`src/rtl/axi4_write_arbiter.sv`:
```
// Round-robin arbiter that shares one AXI4 write path (AW, W, B) between
// NUM_MASTERS requesters. AW grants are queued in an order FIFO so W beats
// follow grant order. B responses are routed back using the master-index
// bits that the arbiter prepends to AWID.
module axi4_write_arbiter #(
    parameter int NUM_MASTERS = 4,
    parameter int ADDR_WIDTH  = 32,
    parameter int WDATA_WIDTH = 32,
    parameter int ID_WIDTH    = 4,
    parameter int ORDER_DEPTH = 4
) (
    input  logic                                       ACLK,
    input  logic                                       ARESET,
    input  logic [NUM_MASTERS-1:0]                     s_awvalid,
    output logic [NUM_MASTERS-1:0]                     s_awready,
    input  logic [NUM_MASTERS*ADDR_WIDTH-1:0]          s_awaddr,
    input  logic [NUM_MASTERS*8-1:0]                   s_awlen,
    input  logic [NUM_MASTERS*3-1:0]                   s_awsize,
    input  logic [NUM_MASTERS*2-1:0]                   s_awburst,
    input  logic [NUM_MASTERS*ID_WIDTH-1:0]            s_awid,
    input  logic [NUM_MASTERS-1:0]                     s_wvalid,
    output logic [NUM_MASTERS-1:0]                     s_wready,
    input  logic [NUM_MASTERS*WDATA_WIDTH-1:0]         s_wdata,
    input  logic [NUM_MASTERS*WDATA_WIDTH/8-1:0]       s_wstrb,
    input  logic [NUM_MASTERS-1:0]                     s_wlast,
    output logic [NUM_MASTERS-1:0]                     s_bvalid,
    input  logic [NUM_MASTERS-1:0]                     s_bready,
    output logic [ID_WIDTH-1:0]                        s_bid,
    output logic [1:0]                                 s_bresp,
    output logic                                       m_awvalid,
    input  logic                                       m_awready,
    output logic [ADDR_WIDTH-1:0]                      m_awaddr,
    output logic [7:0]                                 m_awlen,
    output logic [2:0]                                 m_awsize,
    output logic [1:0]                                 m_awburst,
    output logic [ID_WIDTH+$clog2(NUM_MASTERS)-1:0]    m_awid,
    output logic                                       m_wvalid,
    input  logic                                       m_wready,
    output logic [WDATA_WIDTH-1:0]                     m_wdata,
    output logic [WDATA_WIDTH/8-1:0]                   m_wstrb,
    output logic                                       m_wlast,
    input  logic                                       m_bvalid,
    output logic                                       m_bready,
    input  logic [ID_WIDTH+$clog2(NUM_MASTERS)-1:0]    m_bid,
    input  logic [1:0]                                 m_bresp
);

    localparam int MW   = $clog2(NUM_MASTERS);
    localparam int MIDW = ID_WIDTH + MW;
    localparam int SW   = WDATA_WIDTH / 8;
    localparam int PW   = $clog2(ORDER_DEPTH);
    localparam int CW   = PW + 1;

    typedef enum logic [0:0] {
        IDLE    = 1'b0,
        AW_HOLD = 1'b1
    } state_t;

    state_t                  state_r;
    state_t                  state_next_s;
    logic                    grant_load_s;
    logic                    pick_found_s;
    logic [MW-1:0]           pick_idx_s;
    logic [MW-1:0]           cand_s;
    logic [MW-1:0]           rr_ptr_r;
    logic [MW-1:0]           grant_r;
    logic [ADDR_WIDTH-1:0]   awaddr_r;
    logic [7:0]              awlen_r;
    logic [2:0]              awsize_r;
    logic [1:0]              awburst_r;
    logic [MIDW-1:0]         awid_r;

    logic [MW-1:0]           fifo_mem_r [ORDER_DEPTH];
    logic [PW-1:0]           wr_ptr_r;
    logic [PW-1:0]           rd_ptr_r;
    logic [CW-1:0]           count_r;
    logic                    fifo_full_s;
    logic                    fifo_empty_s;
    logic [MW-1:0]           head_s;
    logic                    aw_hs_s;
    logic                    w_last_hs_s;
    logic [MW-1:0]           b_sel_s;

    // Per-requester unpacked views of the packed request buses
    logic [ADDR_WIDTH-1:0]   awaddr_a_s  [NUM_MASTERS];
    logic [7:0]              awlen_a_s   [NUM_MASTERS];
    logic [2:0]              awsize_a_s  [NUM_MASTERS];
    logic [1:0]              awburst_a_s [NUM_MASTERS];
    logic [ID_WIDTH-1:0]     awid_a_s    [NUM_MASTERS];
    logic [WDATA_WIDTH-1:0]  wdata_a_s   [NUM_MASTERS];
    logic [SW-1:0]           wstrb_a_s   [NUM_MASTERS];

    for (genvar g = 0; g < NUM_MASTERS; g++) begin : g_unpack
        assign awaddr_a_s[g]  = s_awaddr[g*ADDR_WIDTH +: ADDR_WIDTH];
        assign awlen_a_s[g]   = s_awlen[g*8 +: 8];
        assign awsize_a_s[g]  = s_awsize[g*3 +: 3];
        assign awburst_a_s[g] = s_awburst[g*2 +: 2];
        assign awid_a_s[g]    = s_awid[g*ID_WIDTH +: ID_WIDTH];
        assign wdata_a_s[g]   = s_wdata[g*WDATA_WIDTH +: WDATA_WIDTH];
        assign wstrb_a_s[g]   = s_wstrb[g*SW +: SW];
    end

    assign fifo_full_s  = (count_r == CW'(ORDER_DEPTH));
    assign fifo_empty_s = (count_r == {CW{1'b0}});
    assign head_s       = fifo_mem_r[rd_ptr_r];
    assign aw_hs_s      = (state_r == AW_HOLD) && m_awready;
    assign w_last_hs_s  = !fifo_empty_s && m_wvalid && m_wready && m_wlast;
    assign b_sel_s      = m_bid[MIDW-1:ID_WIDTH];

    // Master AW channel is driven straight from the held grant registers
    assign m_awvalid = (state_r == AW_HOLD);
    assign m_awaddr  = awaddr_r;
    assign m_awlen   = awlen_r;
    assign m_awsize  = awsize_r;
    assign m_awburst = awburst_r;
    assign m_awid    = awid_r;

    // Round-robin search: first asserted AWVALID at or after the rr pointer
    always_comb begin
        pick_found_s = 1'b0;
        pick_idx_s   = {MW{1'b0}};
        cand_s       = {MW{1'b0}};
        for (int off = 0; off < NUM_MASTERS; off++) begin
            if (int'(rr_ptr_r) + off >= NUM_MASTERS) begin
                cand_s = MW'(int'(rr_ptr_r) + off - NUM_MASTERS);
            end else begin
                cand_s = MW'(int'(rr_ptr_r) + off);
            end
            if (!pick_found_s && s_awvalid[cand_s]) begin
                pick_found_s = 1'b1;
                pick_idx_s   = cand_s;
            end else begin
                pick_found_s = pick_found_s;
            end
        end
    end

    // AW FSM next-state and per-requester AWREADY
    always_comb begin
        state_next_s = state_r;
        grant_load_s = 1'b0;
        s_awready    = {NUM_MASTERS{1'b0}};
        case (state_r)
            IDLE: begin
                if (pick_found_s && !fifo_full_s) begin
                    state_next_s = AW_HOLD;
                    grant_load_s = 1'b1;
                end else begin
                    state_next_s = IDLE;
                end
            end
            AW_HOLD: begin
                for (int i = 0; i < NUM_MASTERS; i++) begin
                    s_awready[i] = m_awready && (grant_r == MW'(i));
                end
                if (m_awready) begin
                    state_next_s = IDLE;
                end else begin
                    state_next_s = AW_HOLD;
                end
            end
            default: begin
                state_next_s = IDLE;
            end
        endcase
    end

    // AW FSM state register
    always_ff @(posedge ACLK) begin
        if (ARESET) begin
            state_r <= IDLE;
        end else begin
            state_r <= state_next_s;
        end
    end

    // Grant index, held AW payload and round-robin pointer
    always_ff @(posedge ACLK) begin
        if (ARESET) begin
            rr_ptr_r  <= {MW{1'b0}};
            grant_r   <= {MW{1'b0}};
            awaddr_r  <= {ADDR_WIDTH{1'b0}};
            awlen_r   <= 8'd0;
            awsize_r  <= 3'd0;
            awburst_r <= 2'd0;
            awid_r    <= {MIDW{1'b0}};
        end else if (grant_load_s) begin
            grant_r   <= pick_idx_s;
            awaddr_r  <= awaddr_a_s[pick_idx_s];
            awlen_r   <= awlen_a_s[pick_idx_s];
            awsize_r  <= awsize_a_s[pick_idx_s];
            awburst_r <= awburst_a_s[pick_idx_s];
            awid_r    <= {pick_idx_s, awid_a_s[pick_idx_s]};
        end else if (aw_hs_s) begin
            if (int'(grant_r) == NUM_MASTERS - 1) begin
                rr_ptr_r <= {MW{1'b0}};
            end else begin
                rr_ptr_r <= grant_r + MW'(1'b1);
            end
        end else begin
            rr_ptr_r <= rr_ptr_r;
        end
    end

    // Order FIFO: push grant on AW handshake, pop on the WLAST handshake
    always_ff @(posedge ACLK) begin
        if (ARESET) begin
            wr_ptr_r <= {PW{1'b0}};
            rd_ptr_r <= {PW{1'b0}};
            count_r  <= {CW{1'b0}};
            for (int i = 0; i < ORDER_DEPTH; i++) begin
                fifo_mem_r[i] <= {MW{1'b0}};
            end
        end else begin
            if (aw_hs_s) begin
                fifo_mem_r[wr_ptr_r] <= grant_r;
                wr_ptr_r             <= wr_ptr_r + PW'(1'b1);
            end
            if (w_last_hs_s) begin
                rd_ptr_r <= rd_ptr_r + PW'(1'b1);
            end
            case ({aw_hs_s, w_last_hs_s})
                2'b10:   count_r <= count_r + CW'(1'b1);
                2'b01:   count_r <= count_r - CW'(1'b1);
                default: count_r <= count_r;
            endcase
        end
    end

    // W path: steer the requester at the FIFO head onto the master W channel
    always_comb begin
        m_wvalid = 1'b0;
        m_wdata  = {WDATA_WIDTH{1'b0}};
        m_wstrb  = {SW{1'b0}};
        m_wlast  = 1'b0;
        s_wready = {NUM_MASTERS{1'b0}};
        if (!fifo_empty_s) begin
            m_wvalid = s_wvalid[head_s];
            m_wdata  = wdata_a_s[head_s];
            m_wstrb  = wstrb_a_s[head_s];
            m_wlast  = s_wlast[head_s];
            for (int i = 0; i < NUM_MASTERS; i++) begin
                s_wready[i] = m_wready && (head_s == MW'(i));
            end
        end else begin
            m_wvalid = 1'b0;
        end
    end

    // B path: route by the master-index bits of BID; drop unknown indices
    always_comb begin
        s_bvalid = {NUM_MASTERS{1'b0}};
        m_bready = 1'b1;
        for (int i = 0; i < NUM_MASTERS; i++) begin
            s_bvalid[i] = m_bvalid && (b_sel_s == MW'(i));
        end
        if (int'(b_sel_s) < NUM_MASTERS) begin
            m_bready = s_bready[b_sel_s];
        end else begin
            m_bready = 1'b1;
        end
    end

    assign s_bid   = m_bid[ID_WIDTH-1:0];
    assign s_bresp = m_bresp;

endmodule
```
`config.mk`:
```
export PLATFORM = sky130hd
export DESIGN_NAME = axi4_write_arbiter
export DESIGN_NICKNAME = d
export VERILOG_FILES = /design/src/rtl/axi4_write_arbiter.sv
export SDC_FILE = /design/constraint.sdc
export NUM_CORES = 1
export LEC_CHECK = 0
export ABC_AREA = 1
export BUFFER_PORTS_ARGS = -buffer_cell sky130_fd_sc_hd__buf_4
export CAP_MARGIN = 20
export CORE_AREA = 2 2 184 186
export CTS_BUF_LIST = sky130_fd_sc_hd__clkbuf_8
export DETAILED_ROUTE_END_ITERATION = 8
export DIE_AREA = 0 0 186 188
export PLACE_DENSITY = 0.43
export SYNTH_ARGS = -nofsm -noshare
export SYNTH_HDL_FRONTEND = slang
export SYNTH_SLANG_ARGS = --single-unit
```
`constraint.sdc`:
```
create_clock -name ACLK -period 3.1 [get_ports ACLK]
set_input_delay 0.62 -clock ACLK [delete_from_list [all_inputs] [get_ports ACLK]]
set_output_delay 0.62 -clock ACLK [all_outputs]
set_load 0.03 [all_outputs]
```
==> impl_metrics.env <==
export IMPL_synth_edf_count=8
export IMPL_class_of_the_most_critical_hold_timing_path="flop to flop"
export IMPL_most_frequent_cell_on_critical_path="nand2_1"
export IMPL_cellPowerDensity_mw_per_mm2=478.0
export IMPL_dieWidth_um=186
export IMPL_clk_path_buf_depth=2
export IMPL_htree_num_levels=3
export IMPL_globalRouteOverflowTotal=0
export IMPL_vdd_ir_drop_max_mv=0.2623
export IMPL_place_detailed_hpwl_um=28030
export IMPL_timing_critical_path_to_type="output pin"
export IMPL_count_of_synthesis_stage_warnings_from_yosys=0
export IMPL_worst_path_max_delay_cell="dfxtp_1"
export IMPL_worstPathMaxFanout=36
export IMPL_grt_start_max_net_pins=72
export IMPL_final_period_utilization_pct=92.20
export IMPL_layout_area_overhead_vs_synth_pct=65.01
export IMPL_postSynth_asyncResetShare_pct=0
export IMPL_avgSynthCellArea_um2=5.922
export IMPL_yosys_area_share_simple_pct=37.68
export IMPL_cts_reportedPaths_clkPinSlew_ns=0.10
export IMPL_layout_common_cells="472 x buf_4, 287 x nand2_1, 165 x inv_1"
export IMPL_netlist_area_mm2=0.006319
export IMPL_postLayoutCoreUtil_pct=31.49
export IMPL_syn_num_nets=1442
export IMPL_worst_setup_path_start_kind="flop"
export IMPL_setup_tns_final_ns=0
export IMPL_yosys_register_bits=71
export IMPL_overall_die_area_mm2=0.03497
export IMPL_report_final_hold_viol_count=0
export IMPL_drt_antenna_violating_nets=0
export IMPL_synth_compound_area_share_pct=20.18
export IMPL_regToRegStartpoint="rr_ptr_r[0]"
export IMPL_numCtsBuffers=9
export IMPL_cap_viol_max_count=0
export IMPL_ioPinCount=478
export IMPL_nNetsFinal=1856
export IMPL_core_mm2=0.03311
export IMPL_max_freq_mhz=349.9
export IMPL_grt_pass1_vias=8521
export IMPL_leakage_uw=0.005669
export IMPL_crit_arrival_ns=2.24
export IMPL_synth_top_family_by_area="simple AND/OR/NAND/NOR gates"
export IMPL_synth_area_mux_share_pct=0
export IMPL_die_height_um=188
export IMPL_tightest_slew_ns=0.8811
export IMPL_wirelength_per_cell_um=18.23
export IMPL_critical_path_required_ns=2.48
export IMPL_yosys_cell_types_count=36
export IMPL_report_final_slew_viol_count=0
export IMPL_layout_cells_most_common="buf_4"
export IMPL_fraction_of_final_layout_cells_sized_beyond_drive_strength_1_pct=35.06
export IMPL_finalCriticalPeriod_ns=2.858
export IMPL_predominant_post_synthesis_flop_cell="dfxtp_1"
export IMPL_reg2reg_to="m_awaddr[22]"
export IMPL_dp_cells=1918
export IMPL_post_cts_setup_buffer_count=0
export IMPL_root_buffer="clkbuf_8"
export IMPL_max_slew_margin_rel_pct=41.26
export IMPL_cp_cell_sequence="inv_1, nor2_1, nand2_1, nand2_1, inv_1, nand2_1, clkinv_1, buf_12, a22oi_2, a21oi_1, buf_4"
export IMPL_floorplan_rows=67
export IMPL_numPortBuffers=465
export IMPL_finalSetupViolations=0
export IMPL_outcome="finished clean"
export IMPL_number_of_standard_cells_after_synthesis=1067
export IMPL_tritoncts="built"
export IMPL_final_instance_count_excl_fill=1941
export IMPL_routed_wl_um=35380
export IMPL_gp_congestion=0.8235
export IMPL_cts_sinks=71
export IMPL_grt_setup_unrepaired="no"
export IMPL_synthAdderAreaFrac_pct=1.307
export IMPL_remaining_drc_errors=0
export IMPL_first_iter_violations=357
export IMPL_via_count=8563
export IMPL_effective_utilization_at_floorplan_pct=19.08
export IMPL_synth_xor_area_share_pct=0.1386
export IMPL_timing_critical_path_slowest_cell_delay_ns=0.38
export IMPL_clock_skew_ns=0.01223
export IMPL_synth_seq_area_share_pct=23.76
export IMPL_insertion_delay_ns=0.37
export IMPL_grt_pass1_wl_um=50430
export IMPL_crit_end="m_wstrb[1]"
export IMPL_antenna_found_initial=7
export IMPL_firstDrtPassIters=4
export IMPL_whs_ns=0.5020
export IMPL_regToRegSetupSlack_ns=0.50
export IMPL_timing_setup_critical_path_class="flop to output pin"
export IMPL_reg2reg_depth=13
export IMPL_drt_vias_per_instance=4.412
export IMPL_grt_util_all_layers_pct=19.36
## how the worst min path moves through the flow
stage / startpoint / endpoint / slack (ns) / cells past startpoint
final: rd_ptr_r[1] / rd_ptr_r[1] / 0.50 / 2
after global routing: ARESET / grant_r[0] / 0.48 / 2
after CTS: ARESET / grant_r[0] / 0.48 / 2
after detailed placement: rd_ptr_r[1] / flop / 0.49 / 2
after global placement: rd_ptr_r[1] / rd_ptr_r[1] / 0.49 / 2
after floorplan: rd_ptr_r[1] / flop / 0.46 / 2
## critical path, delay by kind of cell, from the launching register on
| kind | cells | cell delay [ns] |
|---|---|---|
| AO/OA/AOI/OAI | 2 | 0.43 |
| flip-flops | 1 | 0.38 |
| buffers and inverters | 5 | 0.67 |
| AND/OR/NAND/NOR | 4 | 0.36 |
## flip-flops by register name, summed over array words and instances (netlist names), named ones only
| name | flops |
|---|---|
| wr_ptr_r | 2 |
| m_awsize | 3 |
| count_r | 3 |
| rd_ptr_r | 2 |
| m_awburst | 2 |
| m_awaddr | 32 |
| m_awid | 4 |
| rr_ptr_r | 2 |
| m_awlen | 8 |
| m_awvalid | 1 |
| grant_r | 2 |
| fifo_mem_r | 8 |
## per-stage QoR
stage          setup slack (ns)  cell area (um^2)  total power (uW)
2_1_floorplan            0.4757              6319              3040
3_3_place_gp             0.3338             10190              4246
3_5_place_dp             0.2932             10190              4242
4_1_cts                 0.02936             10400              5080
5_1_grt                 0.05715             10430              5409
6_report                 0.2417             10430              4983
## area by class of cell
class	instances	area, um^2
sequential	71	1503
inverter	177	674.4
multi-input combinational	742	3775
timing repair buffer	480	3699
tap	448	560.5
fill	3772	22690
clock inverter	7	73.82
antenna	7	17.52
clock buffer	9	123.9
## cells in the mapped netlist (15+ instances only)
master    number  area, um^2
o21a_1        31       232.7
nor2_1        71       266.5
dfxtp_1       63        1261
clkbuf_1      34       127.6
o21ai_1       18       90.09
nand4_1       71       444.2
buf_2         15       75.07
nand3_1       85       425.4
inv_1        166       623.1
a21oi_1       42       210.2
a22oi_1       72       540.5
o21ai_0       34       170.2
nand2_1      288        1081
## what timing repair did
item | in CTS | in global routing
setup endpoints to repair | 28 | 30
cloned | 0 | 0
resized for setup | 3 | 5
hold buffers | 0 | 0
## layer usage
| metal | track usage [%] | part of all wire [%] | vias to the layer above |
|---|---|---|---|
| met2 | 36.90 | 53 | 373 |
| met4 | 8.328 | 3.5 | 0 |
| met5 | 0 | 0 | - |
| li1 | - | - | 4341 |
| met1 | 19.10 | 35 | 3810 |
| met3 | 5.671 | 9.0 | 39 |
## cells by family (layout without fill, tap and decap cells)
family | after synthesis | count (layout)
AO/OA/AOI/OAI | 201 | 201
XOR/XNOR | 1 | 1
adder cells (fa/ha/maj) | 6 | 6
buffers and inverters | 254 | 673
flip-flops | 71 | 71
other | 0 | 7
AND/OR/NAND/NOR | 534 | 534
## power breakdown
group	internal, uW	switching, uW
Combinational	1130	1860
Clock	319	481
Sequential	1100	102
No activity file was read; power rests on OpenSTA's default activity.
